===== config.mk =====
export PLATFORM = sky130hd
export DESIGN_NAME = pipe_stall_ctrl
export DESIGN_NICKNAME = d
export VERILOG_FILES = /design/src/rtl/pipe_stall_ctrl.sv
export SDC_FILE = /design/constraint.sdc
export NUM_CORES = 1
export LEC_CHECK = 0
export ABC_AREA = 1
export CAP_MARGIN = 25
export CORE_MARGIN = 10
export CORE_UTILIZATION = 25
export CTS_CLUSTER_DIAMETER = 150
export DETAILED_ROUTE_END_ITERATION = 6
export GPL_TIMING_DRIVEN = 0
export PLACE_DENSITY = 0.52
export SYNTH_ARGS = -nofsm -noshare
export SYNTH_HDL_FRONTEND = slang
export SYNTH_SLANG_ARGS = --single-unit

===== constraint.sdc =====
create_clock -name clk -period 1.37 [get_ports clk]
set_input_delay 0.2055 -clock clk [delete_from_list [all_inputs] [get_ports clk]]
set_output_delay 0.2055 -clock clk [all_outputs]
set_load 0.01 [all_outputs]

===== src/rtl/pipe_stall_ctrl.sv =====
// Pipeline stall/flush sequencer: arbitrates load-use stalls, multi-cycle EX holds and redirects.
// Optional STALL_PERF_CNT_EN adds a saturating count of cycles in which ID is held.
module pipe_stall_ctrl #(
  parameter int unsigned MC_LEN_W = 6,
  parameter int unsigned PC_W     = 32
) (
  input  logic                clk,
  input  logic                rst,
  input  logic                stallreq_id,
  input  logic                mc_start,
  input  logic [MC_LEN_W-1:0] mc_len,
  input  logic                flush_req,
  input  logic [PC_W-1:0]     flush_pc,
`ifdef STALL_PERF_CNT_EN
  input  logic                perf_clr,
  output logic [31:0]         stall_cycles,
`endif
  output logic [5:0]          stall,
  output logic                mc_done,
  output logic                mc_abort,
  output logic                flush,
  output logic [PC_W-1:0]     new_pc,
  output logic                busy
);

  localparam logic [5:0] StallNone = 6'b000000;
  localparam logic [5:0] StallId   = 6'b000111;
  localparam logic [5:0] StallEx   = 6'b001111;
  localparam logic [5:0] StallAll  = 6'b111111;

  typedef enum logic [1:0] {StRun, StMcycle, StFlush} state_e;

  state_e              state_q, state_d;
  logic [MC_LEN_W-1:0] cnt_q, cnt_d;
  logic [PC_W-1:0]     pend_pc_q, pend_pc_d;

  always_comb begin
    state_d   = state_q;
    cnt_d     = cnt_q;
    pend_pc_d = pend_pc_q;
    stall     = StallNone;
    mc_done   = 1'b0;
    mc_abort  = 1'b0;
    unique case (state_q)
      StRun: begin
        if (flush_req) begin
          stall     = StallAll;
          pend_pc_d = flush_pc;
          state_d   = StFlush;
        end else if (mc_start) begin
          if (mc_len == '0) begin
            mc_done = 1'b1;
          end else begin
            stall   = StallEx;
            cnt_d   = mc_len - MC_LEN_W'(1);
            state_d = StMcycle;
          end
        end else if (stallreq_id) begin
          stall = StallId;
        end
      end
      StMcycle: begin
        if (flush_req) begin
          stall     = StallAll;
          mc_abort  = 1'b1;
          pend_pc_d = flush_pc;
          state_d   = StFlush;
        end else if (cnt_q != '0) begin
          stall = StallEx;
          cnt_d = cnt_q - MC_LEN_W'(1);
        end else begin
          mc_done = 1'b1;
          stall   = stallreq_id ? StallId : StallNone;
          state_d = StRun;
        end
      end
      StFlush: begin
        if (flush_req) begin
          pend_pc_d = flush_pc;
        end else begin
          state_d = StRun;
        end
      end
      default: state_d = StRun;
    endcase
    // Reset cycle must not leak strobes for an operation it is cancelling.
    if (rst) begin
      stall    = StallNone;
      mc_done  = 1'b0;
      mc_abort = 1'b0;
    end
  end

  always_ff @(posedge clk) begin
    if (rst) begin
      state_q   <= StRun;
      cnt_q     <= '0;
      pend_pc_q <= '0;
    end else begin
      state_q   <= state_d;
      cnt_q     <= cnt_d;
      pend_pc_q <= pend_pc_d;
    end
  end

  always_comb begin
    flush  = (state_q == StFlush) && !rst;
    new_pc = flush ? pend_pc_q : '0;
    busy   = (state_q != StRun) && !rst;
  end

`ifdef STALL_PERF_CNT_EN
  logic [31:0] stall_cycles_q;

  always_ff @(posedge clk) begin
    if (rst || perf_clr) begin
      stall_cycles_q <= '0;
    end else if (stall[2] && (stall_cycles_q != 32'hFFFF_FFFF)) begin
      stall_cycles_q <= stall_cycles_q + 32'd1;
    end
  end

  assign stall_cycles = stall_cycles_q;
`endif

endmodule


==> results.yml <==
logic_synthesis:
  yosysWarnings: 0
  synth_nets: 331
  syn-instance-count: 287
  ys_seq_area_share_pct: 40.6
  yosysUniqueCellTypes: 25
  avgSynthCellArea_um2: 6.88
  syn_area_um2: 1970
  synth-seq-cells: 40
run_status:
  outcome: "complete, but fails checks"
  failed_checks: "setup timing"
drt:
  vias: 2163
  viasPerCell: 4.28
  drc_errors: 0
  drtIter0Drc: 89
  ant_nets: 0
  totalWireLength_mm: 6.79
  avgRoutedWirePerCell_um: 13.4
  drt_pre_antenna_iters: 4
die:
  die_w_um: 109
  coreArea_um2: 7690
  start_util_pct: 25.7
  die_area_um2: 11900
  die_h_um: 109
  num_rows: 32
  io_pins: 85
setup_path:
  criticalPathCategory: "register to output port"
  crit_path_end_kind: "output port"
  rrSetupSlack_ns: -0.10
  worstSetupEndpoint: "new_pc[21]"
  r2r-start: "state_q[0]"
  critPathLaunch: "state_q[0]"
  r2r_end: "cnt_q[4]"
  worstRegToRegCells: 9
  cp_data_arrival_time_ns: 1.51
  critical_path_required_ns: 1.16
  crit_path_max_fanout: 8
  crit_path_start_kind: "register"
clocking:
  cts.sinks: 40
  clockBufferDepth: 2
  cts_tree: "yes"
  cts_buffers: 5
  htree_levels: 2
  clkTransAtPathRegs_ns: 0.07
  root_buffer: "clkbuf_8"
  insertion_delay_ns: 0.29
  holdBufCountCts: 0
min_path:
  min_path_type: "primary input to register"
global_routing:
  grt_usage_pct: 11.0
  grt_pass1_wl_mm: 10.6
  overflow: 0
  antenna_found_initial: 0
  grt_pass1_vias: 2097
  grt_max_degree: 13
timing:
  tightestPinTransition_ns: 0.391
  holdWs_ns: 0.273
  finalWorstSetupSlack_ns: -0.349
  slew_headroom_pct: 73.9
  slew_viol_final: 0
  rsz0062_at_grt: "true"
  fin_crit_ns: 1.72
  final.period_utilization_pct: 126
  final_hold_viol_count: 0
  setup_viol: 41
  max_freq_ghz: 0.582
  skew_ns: 0.00796
  tns_ns: -11.76
power:
  power_density_nw_per_um2: 858
  finalPower_mw: 3.04
  p_leak_nw: 1.52
  vdd_drop_max_mv: 0.421
place:
  place_inst: 472
  io_buffers: 83
  placed_cell_area_um2: 2970
  pre_cts_ws_ns: -0.752
  routabilityCongestion: 0.792
  hpwl_mm: 4.84
finish:
  fill_cells: 791
  seq_area_um2: 817
  area_delta_synth_final_pct: 79.5
  final_common_cell: "inv_1"
  finalNonFillerCells: 505
  post-route-util_pct: 46.1
  layout.nets: 446
  finalInstanceArea_um2: 3540
  num_antenna_cells: 0
  multiInputGateArea_um2: 1180
  layout_common_cells: "40 x inv_1, 33 x dfxtp_1, 33 x clkdlybuf4s50_1"
  layout-drive-gt1-share_pct: 45.4
flow_run:
  maxCapViolations: 0
-- final cells by class --
cell class	count	area share [%]
Buffer	18	4.48
Clock buffer	6	2.05
Clock inverter	2	0.988
Inverter	46	5.33
Multi-Input combinational cell	181	33.4
Sequential cell	40	23.0
Tap cell	102	3.60
Timing Repair Buffer	110	27.1
-- cells by family after synthesis --
family	Yosys count	synth area share, %
and+or+nand+nor	102	21.0
xor gates and xnor gates	1	0.444
adders and majority gates	1	0.634
AOI/OAI and AO/OA	77	22.1
buffers and inverters	66	15.3
DFF	40	40.6
-- worst min path at each step --
stage	endpoint	start	cells after the start
floorplan	pend_pc_q[10]	flush_pc[10]	2
global placement	pend_pc_q[26]	pend_pc_q[26]	2
detailed placement	pend_pc_q[13]	pend_pc_q[13]	2
CTS	state_q[1]	rst	2
global route	state_q[1]	rst	2
finish	state_q[1]	rst	2
-- cells in the mapped netlist --
cell type,number,area (µm²)
o21ai_2,2,17.5
a22oi_1,1,7.51
inv_4,1,6.26
dfxtp_1,40,801
nand3_1,8,40.0
nand2_4,1,11.3
nand2_1,25,93.8
o21ai_1,20,100
buf_2,5,25.0
a21oi_2,10,87.6
xor2_1,1,8.76
clkbuf_1,5,18.8
inv_1,43,161
a21oi_1,26,130
nor3_2,1,10.0
buf_4,8,60.1
inv_2,2,7.51
nor2_2,1,6.26
nand3b_1,1,7.51
o21bai_1,1,7.51
nor2_1,63,236
o21ai_0,17,85.1
buf_6,2,22.5
nor3_1,2,10.0
ha_1,1,12.5
-- per-layer routing --
metal / up-vias / wire length, µm / GRT usage [%]
met4: 0 / 31 / 1.69
met3: 2 / 324 / 3.36
met1: 990 / 3050 / 13.6
met2: 45 / 3380 / 18.7
met5: - / 0 / 0
li1: 1126 / - / -
-- power breakdown --
group	total [mW]	internal [mW]	switching [mW]
clock	0.942	0.541	0.402
combinational	0.807	0.391	0.416
sequential	1.29	1.25	0.0385
total	3.04	2.18	0.856
-- critical path, cell delays in order, from the launching register on --
cell and delay, ns:
dfxtp_4 0.38, nor3_4 0.27, clkinv_4 0.18, buf_8 0.18, nor2_1 0.08, buf_2 0.14
-- sequential cells by signal, indices dropped and copies added, names as in the netlist --
signal,flops
state_q,2
cnt_q,6
pend_pc_q,32
-- timing repair --
action,4_1_cts,5_1_grt
pin swaps,17,15
setup endpoints to repair,45,79
gates resized for setup,222,109
buffers inserted,15,8
gates cloned,4,0
(Power assumes the default switching activity.)
